<file path="src/rtl/vend_pkg.sv">
// Shared types for the vending front panel: controller states, selection codes
// and the expected machine response for each selection.
package vend_pkg;

    typedef enum logic [2:0] {
        IDLE    = 3'd0,
        CREDIT  = 3'd1,
        REQUEST = 3'd2,
        DONE    = 3'd3,
        FAULT   = 3'd4
    } state_e;

    localparam logic [1:0] SEL_NONE   = 2'b00;
    localparam logic [1:0] SEL_TEA    = 2'b01;
    localparam logic [1:0] SEL_COFFEE = 2'b10;
    localparam logic [1:0] SEL_CANCEL = 2'b11;

    // Response vector is {tea, coffee, coin_ret}.
    function automatic logic [2:0] exp_resp(input logic [1:0] sel);
        logic [2:0] r;
        case (sel)
            SEL_TEA:    r = 3'b100;
            SEL_COFFEE: r = 3'b010;
            SEL_CANCEL: r = 3'b001;
            default:    r = 3'b000;
        endcase
        return r;
    endfunction

endpackage

</file>
<file path="src/rtl/vend_debounce.sv">
// Two-flop synchronizer, counting debouncer and one-cycle rising-edge event
// for one raw panel contact.
module vend_debounce #(
    parameter int unsigned DEBOUNCE_CYCLES = 4
) (
    input  logic clk,
    input  logic rst_n,
    input  logic raw_i,
    output logic rise_o
);

    localparam int unsigned CW = $clog2(DEBOUNCE_CYCLES) + 1;

    logic          sync1_q;
    logic          sync2_q;
    logic          level_q;
    logic          level_d;
    logic          rise_q;
    logic [CW-1:0] cnt_q;
    logic [CW-1:0] cnt_d;

    // Count consecutive samples disagreeing with the accepted level; flip on the Nth.
    always_comb begin
        level_d = level_q;
        cnt_d   = '0;
        if (sync2_q != level_q) begin
            if (cnt_q >= CW'(DEBOUNCE_CYCLES - 1)) begin
                level_d = sync2_q;
            end else begin
                cnt_d = cnt_q + CW'(1);
            end
        end
    end

    always_ff @(posedge clk or negedge rst_n) begin
        if (!rst_n) begin
            sync1_q <= 1'b0;
            sync2_q <= 1'b0;
            level_q <= 1'b0;
            cnt_q   <= '0;
            rise_q  <= 1'b0;
        end else begin
            sync1_q <= raw_i;
            sync2_q <= sync1_q;
            level_q <= level_d;
            cnt_q   <= cnt_d;
            rise_q  <= level_d & ~level_q;
        end
    end

    assign rise_o = rise_q;

endmodule

</file>
<file path="src/rtl/vend_panel_ctrl.sv">
// Vending machine front panel: conditions coin/button inputs, holds one credit,
// issues a selection and checks the machine's response.
// Optional VEND_PANEL_VEND_COUNT_EN adds a saturating count of tea/coffee vends.
module vend_panel_ctrl
    import vend_pkg::*;
#(
    parameter int unsigned DEBOUNCE_CYCLES = 4,
    parameter int unsigned SEL_TIMEOUT     = 64,
    parameter int unsigned RESP_TIMEOUT    = 16
) (
    input  logic       clk,
    input  logic       rst_n,
    input  logic       coin_raw,
    input  logic       btn_tea_raw,
    input  logic       btn_coffee_raw,
    input  logic       btn_cancel_raw,
    input  logic       tea,
    input  logic       coffee,
    input  logic       coin_ret,
    output logic       coin,
    output logic [1:0] user_in,
    output logic       busy,
    output logic       done,
    output logic       fault,
    output logic       coin_reject
`ifdef VEND_PANEL_VEND_COUNT_EN
    ,
    output logic [7:0] vend_count
`endif
);

    localparam int unsigned SEL_CW  = $clog2(SEL_TIMEOUT) + 1;
    localparam int unsigned RESP_CW = $clog2(RESP_TIMEOUT) + 1;

    logic coin_ev;
    logic tea_ev;
    logic coffee_ev;
    logic cancel_ev;

    vend_debounce #(.DEBOUNCE_CYCLES(DEBOUNCE_CYCLES)) u_db_coin (
        .clk(clk), .rst_n(rst_n), .raw_i(coin_raw), .rise_o(coin_ev)
    );
    vend_debounce #(.DEBOUNCE_CYCLES(DEBOUNCE_CYCLES)) u_db_tea (
        .clk(clk), .rst_n(rst_n), .raw_i(btn_tea_raw), .rise_o(tea_ev)
    );
    vend_debounce #(.DEBOUNCE_CYCLES(DEBOUNCE_CYCLES)) u_db_coffee (
        .clk(clk), .rst_n(rst_n), .raw_i(btn_coffee_raw), .rise_o(coffee_ev)
    );
    vend_debounce #(.DEBOUNCE_CYCLES(DEBOUNCE_CYCLES)) u_db_cancel (
        .clk(clk), .rst_n(rst_n), .raw_i(btn_cancel_raw), .rise_o(cancel_ev)
    );

    state_e             state_q, state_d;
    logic [1:0]         sel_q, sel_d;
    logic [SEL_CW-1:0]  sel_cnt_q, sel_cnt_d;
    logic [RESP_CW-1:0] resp_cnt_q, resp_cnt_d;
    logic               coin_q, coin_d;
    logic [1:0]         user_in_q, user_in_d;
    logic               busy_q, busy_d;
    logic               done_q, done_d;
    logic               fault_q, fault_d;
    logic               coin_reject_q, coin_reject_d;
    logic [2:0]         resp;

    assign resp = {tea, coffee, coin_ret};

    always_comb begin
        state_d       = state_q;
        sel_d         = sel_q;
        sel_cnt_d     = '0;
        resp_cnt_d    = '0;
        coin_d        = 1'b0;
        user_in_d     = SEL_NONE;
        busy_d        = 1'b0;
        done_d        = 1'b0;
        fault_d       = 1'b0;
        coin_reject_d = 1'b0;

        case (state_q)
            IDLE: begin
                if (coin_ev) state_d = CREDIT;
            end
            CREDIT: begin
                if (cancel_ev) begin
                    sel_d   = SEL_CANCEL;
                    state_d = REQUEST;
                end else if (coffee_ev) begin
                    sel_d   = SEL_COFFEE;
                    state_d = REQUEST;
                end else if (tea_ev) begin
                    sel_d   = SEL_TEA;
                    state_d = REQUEST;
                end else if (sel_cnt_q >= SEL_CW'(SEL_TIMEOUT - 1)) begin
                    sel_d   = SEL_CANCEL;
                    state_d = REQUEST;
                end
            end
            REQUEST: begin
                if (|resp) begin
                    state_d = (resp == exp_resp(sel_q)) ? DONE : FAULT;
                end else if (resp_cnt_q >= RESP_CW'(RESP_TIMEOUT - 1)) begin
                    state_d = FAULT;
                end
            end
            DONE: begin
                if (resp == 3'b000) state_d = IDLE;
            end
            FAULT: begin
                if (cancel_ev) state_d = IDLE;
            end
            default: state_d = IDLE;
        endcase

        // Counters run only while staying in their state, so any entry clears them.
        if (state_q == CREDIT && state_d == CREDIT && sel_cnt_q < SEL_CW'(SEL_TIMEOUT)) begin
            sel_cnt_d = sel_cnt_q + SEL_CW'(1);
        end else if (state_q == CREDIT && state_d == CREDIT) begin
            sel_cnt_d = sel_cnt_q;
        end
        if (state_q == REQUEST && state_d == REQUEST && resp_cnt_q < RESP_CW'(RESP_TIMEOUT)) begin
            resp_cnt_d = resp_cnt_q + RESP_CW'(1);
        end else if (state_q == REQUEST && state_d == REQUEST) begin
            resp_cnt_d = resp_cnt_q;
        end

        coin_d        = (state_d == CREDIT) || (state_d == REQUEST);
        user_in_d     = (state_d == REQUEST) ? sel_d : SEL_NONE;
        busy_d        = (state_d != IDLE);
        done_d        = (state_d == DONE) && (state_q != DONE);
        fault_d       = (state_d == FAULT);
        coin_reject_d = coin_ev && (state_q != IDLE);
    end

    always_ff @(posedge clk or negedge rst_n) begin
        if (!rst_n) begin
            state_q       <= IDLE;
            sel_q         <= SEL_NONE;
            sel_cnt_q     <= '0;
            resp_cnt_q    <= '0;
            coin_q        <= 1'b0;
            user_in_q     <= SEL_NONE;
            busy_q        <= 1'b0;
            done_q        <= 1'b0;
            fault_q       <= 1'b0;
            coin_reject_q <= 1'b0;
        end else begin
            state_q       <= state_d;
            sel_q         <= sel_d;
            sel_cnt_q     <= sel_cnt_d;
            resp_cnt_q    <= resp_cnt_d;
            coin_q        <= coin_d;
            user_in_q     <= user_in_d;
            busy_q        <= busy_d;
            done_q        <= done_d;
            fault_q       <= fault_d;
            coin_reject_q <= coin_reject_d;
        end
    end

    assign coin        = coin_q;
    assign user_in     = user_in_q;
    assign busy        = busy_q;
    assign done        = done_q;
    assign fault       = fault_q;
    assign coin_reject = coin_reject_q;

`ifdef VEND_PANEL_VEND_COUNT_EN
    logic [7:0] vend_count_q;

    // Only real product vends count; cancel/return transactions do not.
    always_ff @(posedge clk or negedge rst_n) begin
        if (!rst_n) begin
            vend_count_q <= 8'd0;
        end else if (done_d && (sel_q == SEL_TEA || sel_q == SEL_COFFEE) &&
                     vend_count_q != 8'hFF) begin
            vend_count_q <= vend_count_q + 8'd1;
        end
    end

    assign vend_count = vend_count_q;
`endif

endmodule

</file>
<file path="config.mk">
export PLATFORM = sky130hd
export DESIGN_NAME = vend_panel_ctrl
export DESIGN_NICKNAME = d
export VERILOG_FILES = /design/src/rtl/vend_pkg.sv /design/src/rtl/vend_debounce.sv /design/src/rtl/vend_panel_ctrl.sv
export SDC_FILE = /design/constraint.sdc
export NUM_CORES = 1
export LEC_CHECK = 0
export ABC_CLOCK_PERIOD_IN_PS = 1620
export BUFFER_PORTS_ARGS = -buffer_cell sky130_fd_sc_hd__buf_2
export CAP_MARGIN = 15
export CORE_ASPECT_RATIO = 1.25
export CORE_UTILIZATION = 30
export DETAILED_ROUTE_END_ITERATION = 10
export SLEW_MARGIN = 20
export SYNTH_ARGS = -nofsm -noshare
export SYNTH_HDL_FRONTEND = slang
export SYNTH_SLANG_ARGS = --single-unit
</file>
<file path="constraint.sdc">
create_clock -name clk -period 1.62 [get_ports clk]
set_input_delay 0.324 -clock clk [delete_from_list [all_inputs] [get_ports clk]]
set_output_delay 0.324 -clock clk [all_outputs]
set_load 0.005 [all_outputs]
</file>
==> impl_results.md, run 1 <==
* Req. time, crit path at ~1.9 ns
* Share of the synthesized area in the top cell type at 59.8%
* RSZ-0062 raised after global routing: true
* Power per Cell Area at roughly 1400 nW/um^2
* Failing checks: negative setup slack
* Status: finished with violations
* Slew Viols, Final at 0
* Ranking of synthesized cells by area: dfrtp_1 (60%), ha_1 (6.3%), nor2_1 (3.3%)
* Cells after DPL at slightly below 300
* Final setup TNS at -0.0160 ns
* Total GRT Usage at 10.8%
* Pleak at between 1 and 1.5 nW
* DR vias/cell at between 4 and 5
* CP max stage delay at about 0.37 ns
* Count leader, synth: dfrtp_1
* Routed wire per std cell at ~12 um
* Synth-to-Final Area Change at 21.6%
* Post-synth ARST share at 100%
* Ys Warns at 0
* CTS Root Cell: clkbuf_8
* Starting Density at 31.2%
* Placed cell area at about 2500 um^2
* H-tree depth at 2
* 1st-iter DRT viols at between 60 and 70
* Final Hold Slack at about 0.12 ns
* Via count at roughly 1400
* Worst vdd rail ir drop at between 0.0005 and 0.0006 V
* Synthesized flop and latch total at 52
* Design Area, Final at between 2000 and 3000 um^2
* Sink Count at 52
* Setup Skew at about 0.01 ns
* Utilization after layout at a little under two fifths
* Number of global-route vias before repair at ~1400
* Cells after Synth at ~180
* Slack of the critical path at -0.0160 ns
* Die Span Y at 97.2 um
* Worst skew pair latency at around 0.30 ns
* Total wire length at 3.51 mm
* Drt pass-1 iters at 4
* Fin nets at around 230
* CP cell instances: ha_2, and3_4, ha_4, nor2_2, a311o_1, o31a_1, nand4_2
* Final Wtd Congestion at between 0.7 and 0.8
* Layout cells sized above 1 at 28.0%
* Final setup vio count at 1
* Crit path time final at about 1.6 ns
* Post-synthesis net count at roughly 200
* Die area at 7600 um^2
* CP Max Fanout at 3
* Dpl hpwl at between 2 and 3 mm
* Synth cell types at 42
* Clock buffer count from CTS at 5
* First-pass GRT wire length at 6.42 mm
* Mean post-synth cell area at 12.4 um^2
* Non-Filler Instances at ~300
* Pin count of the biggest net entering global routing at 26
* Critical path startpoint category: register
* Final period utilization at 101%
* Core Rows at 34
* Main synth FF type: dfrtp_1
* CTS Buffer Depth at 2
* Initial antenna violation count at 0
* CTS tree: done
* I/O pin cnt at 16
* Place WS at -0.0383 ns
* Post-route ant nets at 0
* EDFF count, synth at 0
* Worst-path clk slew at ~0.09 ns
* Core area at ~7000 um^2
* CP endpoint kind: register
* Sequential share of the synthesized area at approximately 60%
* Fin. Hold Viols at 0
* ANT cells at 0
* Data arrival, critical path at 1.88 ns
* Crit-path slowest cell: dfrtp_1
* Drc violations at 0
* Maxcap violations at 0
* Worst Hold Class: in2reg
* PnR Total Power at about 3.6 mW
* Worst setup path class: reg2reg
* Synthesized cell area at about 2200 um^2
* Leading cell types by count after synthesis: dfrtp_1 (52), nor2_1 (19), ha_1 (11), inv_1 (10), nand2_1 (7)
* PortBufs at 15
* GRT Residual Overflow at 0
* Synth area leader: dfrtp_1
* F_max at a little over 600 MHz
* Die W at just under 80 um
## timing repair
action	in CTS	in global routing
setup endpoints to repair	5	18
hold endpoints to repair	18	0
cloned	0	0
setup buffers	0	1
pin swaps	4	3
hold buffers	1	0
gates resized for setup	4	5
## placed cells by master, fill, tap and decap left out, types with 6 or more instances in the layout
| cell | instances |
|---|---|
| dfrtp_1 | 52 |
| nor2_1 | 18 |
| buf_2 | 15 |
| buf_4 | 14 |
| inv_1 | 10 |
| ha_1 | 9 |
| nand2_1 | 7 |
| a21oi_1 | 6 |
| nor3b_1 | 6 |
## worst max-delay path: cells and delay by family, from the launching register on
family	cells	cell delay (ns)
AO/OA/AOI/OAI	2	0.58
adder cells (fa/ha/maj)	2	0.30
flip-flops	1	0.37
AND/OR/NAND/NOR	3	0.33
## routing by layer
layer  GRT usage (%)  routed length (um)  share of wire, %  up-vias
li1                -                   -                 -      686
met1            12.9                1620                46      692
met2            17.9                1680                48       20
met3            3.47                 144               4.1        6
met4            4.27                  68               1.9        0
met5               0                   0                 0        -
## state kept, by name, indices dropped and copies added, names as in the netlist, 2 cells and up
| name | count |
|---|---|
| resp_cnt_q | 5 |
| u_db_tea.cnt_q | 3 |
| sel_q | 2 |
| user_in | 2 |
| u_db_coin.cnt_q | 3 |
| state_q | 3 |
| sel_cnt_q | 7 |
| u_db_cancel.cnt_q | 3 |
| u_db_coffee.cnt_q | 3 |
## path summary, 6_finish.rpt
path	cells past startpoint	slack, ns	from	to
max	7	-0.02	resp_cnt_q[0]	busy
min	1	0.12	coin_raw	u_db_coin.sync1_q
max reg2reg	7	-0.02	resp_cnt_q[0]	busy
min reg2reg	0	0.35	u_db_cancel.sync1_q	u_db_cancel.sync2_q
max in group asynchronous	3	0.61	rst_n	u_db_tea.rise_o
min in group asynchronous	2	0.50	rst_n	sel_q[1]
## cell families after synthesis
logic type / count (synthesis) / share of synthesized area (%)
AOI/OAI and AO/OA: 22 / 8.33
muxes: 4 / 2.07
other: 1 / 0.172
and+or+nand+nor: 66 / 17.6
buffers and inverters: 11 / 2.07
adders and majority gates: 11 / 6.32
xor gates and xnor gates: 9 / 3.62
DFF: 52 / 59.8
## report_power, final
part | internal, mW | switching (mW) | total (mW)
combinational | 0.505 | 0.432 | 0.937
clock | 0.459 | 0.408 | 0.867
sequential | 1.56 | 0.218 | 1.77
total | 2.52 | 1.06 | 3.58
## final cells by class
cell class / count / area [um^2]
timing repair buffer: 31 / 210
multi-input combinational: 113 / 878
sequential: 52 / 1300
clock inverter: 2 / 35.0
tap: 90 / 113
fill: 697 / 4330
inverter: 10 / 37.5
clock buffer: 6 / 72.6
(Power assumes the default switching activity.)
==> inputs of run 2 (changes only) <==
BUFFER_PORTS_ARGS = -buffer_cell sky130_fd_sc_hd__buf_4   (was -buffer_cell sky130_fd_sc_hd__buf_2)
==> run 2 against run 1 <==
The run now ends clean. Clock skew is 0.0015 ns higher. Sequential cell count stayed put. Non-clock buffer count stayed put. Final cell count stayed put.
==> impl_results.md, run 2 (synthesis results as in run 1) <==
* Status: finished clean
* Sink Count at 52 (unchanged)
* Initial antenna violation count at 0 (unchanged)
* Critical path startpoint category: register
* CTS tree: done
* Final Hold Slack at 0.129 ns (+0.00490 ns)
* GRT Residual Overflow at 0 (unchanged)
* I/O pin cnt at 16 (unchanged)
* P_sw at 1.05 mW (-1.2%)
* Pleak at 1.26 nW (+1.2%)
* PnR Total Power at 3.58 mW (+0.11%)
* Number of global-route vias before repair at 1388 (-3.7%)
* CP top delay family: compound AO/OA/AOI/OAI gates
* Worst vdd rail ir drop at 0.000363 V (-34%)
* Gate power share at 26.4% (+0.2 points)
* Internal cell power at 2.54 mW (+0.65%)
* Req. time, crit path at 1.87 ns (about the same)
* Data arrival, critical path at 1.86 ns (-0.02 ns)
* RSZ-0062 raised after global routing: true
* CTS Root Cell: clkbuf_8
* Clock buffer count from CTS at 5 (unchanged)
* Die Span Y at 97.2 um (unchanged)
* Clk network pwr share at 24.2% (about the same)
* Dpl hpwl at 2.49 mm (-3.0%)
* Setup Skew at 0.0115 ns (+0.00147 ns)
* CP Buf/Inv Count at 0 (unchanged)
* CP endpoint kind: register
* Most frequent cells in the layout: dfrtp_1 (52), buf_4 (29), nor2_1 (18)
* Power per Cell Area at 1330 nW/um^2 (-1.4%)
* Final period utilization at 99.5% (-1.5 points)
* First-pass GRT wire length at 6.15 mm (-4.2%)
* CTS Buffer Depth at 2 (unchanged)
* DR vias/cell at 4.52 (-2.1%)
* Core Rows at 34 (unchanged)
* Largest regs: sel_cnt_q: 7 flops, resp_cnt_q: 5 flops
* Total wire length at 3.41 mm (-3.1%)
* H-tree depth at 2 (unchanged)
* Design Area, Final at 2690 um^2 (+1.5%)
* Worst-path clk slew at 0.10 ns (about the same)
* CP cell instances: ha_2, and3_4, ha_4, nor2_4, a311o_1, o31a_1, nand4_2
* 1st-iter DRT viols at 33 (-46%)
* Final Wtd Congestion at 0.694 (-1.3%)
* Placed cell area at 2510 um^2 (+1.5%)
* Total GRT Usage at 10.4% (-0.43 points)
* Worst setup path class: reg2reg
* Seq pwr share at 49.4% (-0.2 points)
* Starting Density at 31.2% (unchanged)
* ANT cells at 0 (unchanged)
* Final setup vio count at 0 (-1)
* Die W at 78.2 um (unchanged)
* Fin. Hold Viols at 0 (unchanged)
* Largest register FFs at 7 (unchanged)
* Most common cell after layout, fill and taps aside: dfrtp_1
* Core area at 6980 um^2 (unchanged)
* Worst skew pair latency at 0.30 ns (about the same)
* Fill cells at 702 (+0.72%)
* Slew Viols, Final at 0 (unchanged)
* CP Max Fanout at 3 (unchanged)
* Layout cells sized above 1 at 28.0% (unchanged)
* Non-Filler Instances at 304 (unchanged)
* Cells after DPL at 294 (unchanged)
* PortBufs at 15 (unchanged)
* Routed wire per std cell at 11.2 um (-3.1%)
* Maxcap violations at 0 (unchanged)
* Switching Fraction at 29.2% (-0.38 points)
* Drc violations at 0 (unchanged)
* Crit-path slowest cell: dfrtp_1
* Fin nets at 233 (unchanged)
* Via count at 1374 (-2.1%)
* Die area at 7600 um^2 (unchanged)
* Top reg by flops: sel_cnt_q
* CP max stage delay at 0.37 ns (about the same)
* Pin count of the biggest net entering global routing at 29 (+12%)
* Post-route ant nets at 0 (unchanged)
* Drt pass-1 iters at 4 (unchanged)
* Synth-to-Final Area Change at 23.4%
* Crit path time final at 1.61 ns (-0.0241 ns)
* F_max at 620 MHz (+1.5%)
* Worst Hold Class: in2reg
==> run 2: cell types whose count changed in the layout (fill, tap and decap cells not counted) <==
| cell | previous run | this run |
|---|---|---|
| buf_2 | 15 | 0 |
| buf_4 | 14 | 29 |
| nor2_2 | 1 | 0 |
| nor2_4 | 0 | 1 |
| nor2b_1 | 4 | 3 |
| nor2b_2 | 0 | 1 |
| o31ai_1 | 0 | 1 |
| o31ai_2 | 1 | 0 |
==> run 2: cell type report <==
type                            instances  area, um^2  share of cell area, %
Multi-Input combinational cell        113         881                   32.8
Clock inverter                          2        35.0                   1.30
Clock buffer                            6        72.6                   2.70
Inverter                               10        37.5                   1.40
Sequential cell                        52        1300                   48.4
Timing Repair Buffer                   31         248                   9.22
Tap cell                               90         113                   4.19
==> run 2: what timing repair did <==
item / 4_1_cts / 5_1_grt
hold buffers: 1 / 0
gates resized for setup: 5 / 5
hold endpoints to repair: 27 / 0
setup endpoints to repair: 6 / 16
pin swaps: 4 / 2
buffers inserted: 0 / 1
==> run 2: path summary, 6_finish.rpt <==
path	start	end	slack, ns	depth (start not counted)
max	resp_cnt_q[0]	busy	0.008	7
min	btn_tea_raw	u_db_tea.sync1_q	0.13	1
max reg2reg	resp_cnt_q[0]	busy	0.008	7
min reg2reg	u_db_cancel.sync1_q	u_db_cancel.sync2_q	0.35	0
max in group asynchronous	rst_n	u_db_coin.sync2_q	0.69	3
min in group asynchronous	rst_n	sel_cnt_q[4]	0.47	2
==> run 2: metal layers <==
layer | GRT usage, % | part of all wire, %
met5 | 0 | 0
met2 | 17.0 | 49
met4 | 4.27 | 1.8
met1 | 12.7 | 45
met3 | 3.10 | 4.2
==> run 2: through the flow <==
step	setup TNS (ns)	setup slack, ns	util, %
after CTS	-0.0539	-0.0298	38.1
after detailed placement	-0.0318	-0.0318	36.0
after global placement	-0.00288	-0.00288	36.0
after global routing	-0.220	-0.0551	38.5
after floorplan	-0.0102	-0.0102	-
final	0	0.00814	38.5
==> run 2: power by group through the flow <==
stage	clock network, mW	logic [mW]	registers, mW
after floorplan	0	0.635	1.74
after global placement	0	0.925	1.77
after detailed placement	0	0.949	1.78
after CTS	0.908	0.949	1.76
after global routing	0.962	1.07	1.81
final	0.868	0.944	1.77
==> inputs of run 3 (changes only) <==
ABC_CLOCK_PERIOD_IN_PS = 1740   (was 1620)
clock period = 1.74 ns   (was 1.62 ns; I/O delays follow)
==> run 3 against run 2 <==
Total power fell by 11%. Clock skew fell by 0.0014 ns. Hold slack got worse by 0.066 ns. Sequential share of layout area rose by 2.0 points. Combinational power down 10%. Highest routed layer unchanged. Via count fell by 0.73%. Critical path depth did not move.
==> impl_results.md, run 3 (synthesis results as in run 1) <==
* Status: finished clean
* R2R Setup Slk at 0.08 ns (+0.07 ns)
* Final setup vio count at 0 (unchanged)
* Die area at 7600 um^2 (unchanged)
* CTS Root Cell: clkbuf_8
* Fin. Hold Viols at 0 (unchanged)
* Top reg by flops: sel_cnt_q
* Layout cells sized above 1 at 23.7% (-4.4 points)
* Die Span Y at 97.2 um (unchanged)
* First-pass GRT wire length at 6.20 mm (+0.91%)
* Final setup TNS at 0 ns (unchanged)
* Sink Count at 52 (unchanged)
* Fill cells at 687 (-2.1%)
* H-tree depth at 2 (unchanged)
* Routed wire per std cell at 11.3 um (+1.1%)
* Starting Density at 31.2% (unchanged)
* Initial antenna violation count at 0 (unchanged)
* Critical path startpoint category: register
* Number of global-route vias before repair at 1449 (+4.4%)
* Worst Hold Class: in2async
* PortBufs at 15 (unchanged)
* Power per Cell Area at 1230 nW/um^2 (-7.4%)
* FF-to-FF path depth at 7 (unchanged)
* Total wire length at 3.37 mm (-1.2%)
* Largest regs: sel_cnt_q: 7 flops, resp_cnt_q: 5 flops
* CTS tree: done
* Gate power share at 26.7% (+0.3 points)
* Most common cell after layout, fill and taps aside: dfrtp_1
* Post-route ant nets at 0 (unchanged)
* Die W at 78.2 um (unchanged)
* ANT cells at 0 (unchanged)
* RSZ-0062 raised after global routing: false
* I/O pin cnt at 16 (unchanged)
* Clock buffer count from CTS at 5 (unchanged)
* GRT Residual Overflow at 0 (unchanged)
* 1st-iter DRT viols at 48 (+45%)
* F_max at 603 MHz (-2.8%)
* Worst setup path class: reg2reg
* Utilization after layout at 37.0% (-1.6 points)
* Total GRT Usage at 10.5% (+0.072 points)
* Synth-to-Final Area Change at 18.4%
* R2R Path Start: resp_cnt_q[1]
* CP endpoint kind: register
* Dpl hpwl at 2.39 mm (-4.0%)
* Crit path time final at 1.66 ns (+0.0471 ns)
* Via count at 1364 (-0.73%)
* Data arrival, critical path at 1.90 ns (+0.04 ns)
* Pin count of the biggest net entering global routing at 53 (+83%)
* Final period utilization at 95.3% (-4.2 points)
* Internal cell power at 2.22 mW (-12%)
* Measured slew at the worst slew-check pin at 0.633 ns
* Setup Skew at 0.0101 ns (-0.00141 ns)
* Core area at 6980 um^2 (unchanged)
* Seq pwr share at 51.3% (+1.9 points)
* Slew Limit Headroom at 57.8%
* Clk network pwr share at 22.1% (-2.1 points)
* Drt pass-1 iters at 4 (unchanged)
* P_sw at 0.960 mW (-8.2%)
* Fin nets at 226 (-3.0%)
* Slew Viols, Final at 0 (unchanged)
* Non-Filler Instances at 297 (-2.3%)
* Maxcap violations at 0 (unchanged)
* Core Rows at 34 (unchanged)
* Drc violations at 0 (unchanged)
* CTS Hold Bufs at 0 (-1)
* Worst skew pair latency at 0.30 ns (about the same)
* CTS Buffer Depth at 2 (unchanged)
* DR vias/cell at 4.59 (+1.6%)
* Worst vdd rail ir drop at 0.000507 V (+40%)
* CP Max Fanout at 3 (unchanged)
* Most frequent cells in the layout: dfrtp_1 (52), buf_4 (24), nor2_1 (18)
* Cells after DPL at 287 (-2.4%)
* Worst-path clk slew at 0.09 ns (about the same)
* Largest register FFs at 7 (unchanged)
* Req. time, crit path at 1.98 ns (+0.11 ns)
* Reg2reg end: busy
* Pleak at 1.20 nW (-4.4%)
* Final Wtd Congestion at 0.709 (+2.2%)
* Switching Fraction at 30.2% (+0.97 points)
==> run 3: critical path: stages, from the launching register on <==
cell and delay [ns]:
dfrtp_1 0.38, ha_2 0.18, and3_4 0.19, ha_4 0.12
nor2_2 0.03, a311o_1 0.30, o31a_1 0.28, nand4_2 0.10
==> run 3: worst max-delay path by stage <==
stage                     cells after the start  slack, ns           from         end
final                                         7       0.08  resp_cnt_q[1]        busy
after global placement                        7       0.07  resp_cnt_q[0]        busy
after CTS                                     7       0.01  resp_cnt_q[1]        busy
after global routing                          7      0.008  resp_cnt_q[1]        busy
after detailed placement                      7       0.01  resp_cnt_q[0]        busy
after floorplan                               7       0.09  resp_cnt_q[0]  user_in[0]
==> run 3: through the flow <==
stage | setup WS, ns | area (um^2) | total power, mW | hold slack [ns]
CTS | 0.0128 | 2550 | 3.24 | 0.0917
finish | 0.0811 | 2580 | 3.18 | 0.0628
detailed placement | 0.0101 | 2450 | 2.52 | 0.335
global placement | 0.0699 | 2450 | 2.49 | 0.332
floorplan | 0.0903 | 2180 | 2.21 | 0.0524
global route | 0.00831 | 2580 | 3.42 | 0.122
==> run 3: final cells by class <==
cell class | count | area, um^2 | area share, %
clock buffers | 7 | 86.3 | 3.35
clock inverters | 1 | 7.51 | 0.291
inverters | 10 | 37.5 | 1.46
multi-input cells | 113 | 853 | 33.1
flip-flops and latches | 52 | 1300 | 50.5
well taps | 90 | 113 | 4.37
repair buffers | 24 | 180 | 6.99
==> run 3: power by group through the flow <==
stage          sequential (mW)  clock [mW]  combinational, mW
2_1_floorplan             1.62           0              0.591
3_3_place_gp              1.65           0              0.836
6_report                  1.63       0.702              0.849
3_5_place_dp              1.66           0              0.864
4_1_cts                   1.64       0.737              0.869
5_1_grt                   1.67       0.777              0.968
==> run 3: timing repair <==
action | 4_1_cts | 5_1_grt
gates resized for setup | 0 | 5
buffers inserted | 1 | 1
pin swaps | 1 | 4
gates cloned | 0 | 0
setup endpoints to repair | 1 | 5
==> run 3: layer usage <==
| layer | vias up | global-route usage, % | routed length, um |
|---|---|---|---|
| li1 | 677 | - | - |
| met1 | 656 | 12.2 | 1500 |
| met2 | 24 | 17.7 | 1640 |
| met3 | 7 | 3.00 | 155 |
| met4 | 0 | 4.70 | 67 |
| met5 | - | 0 | 0 |
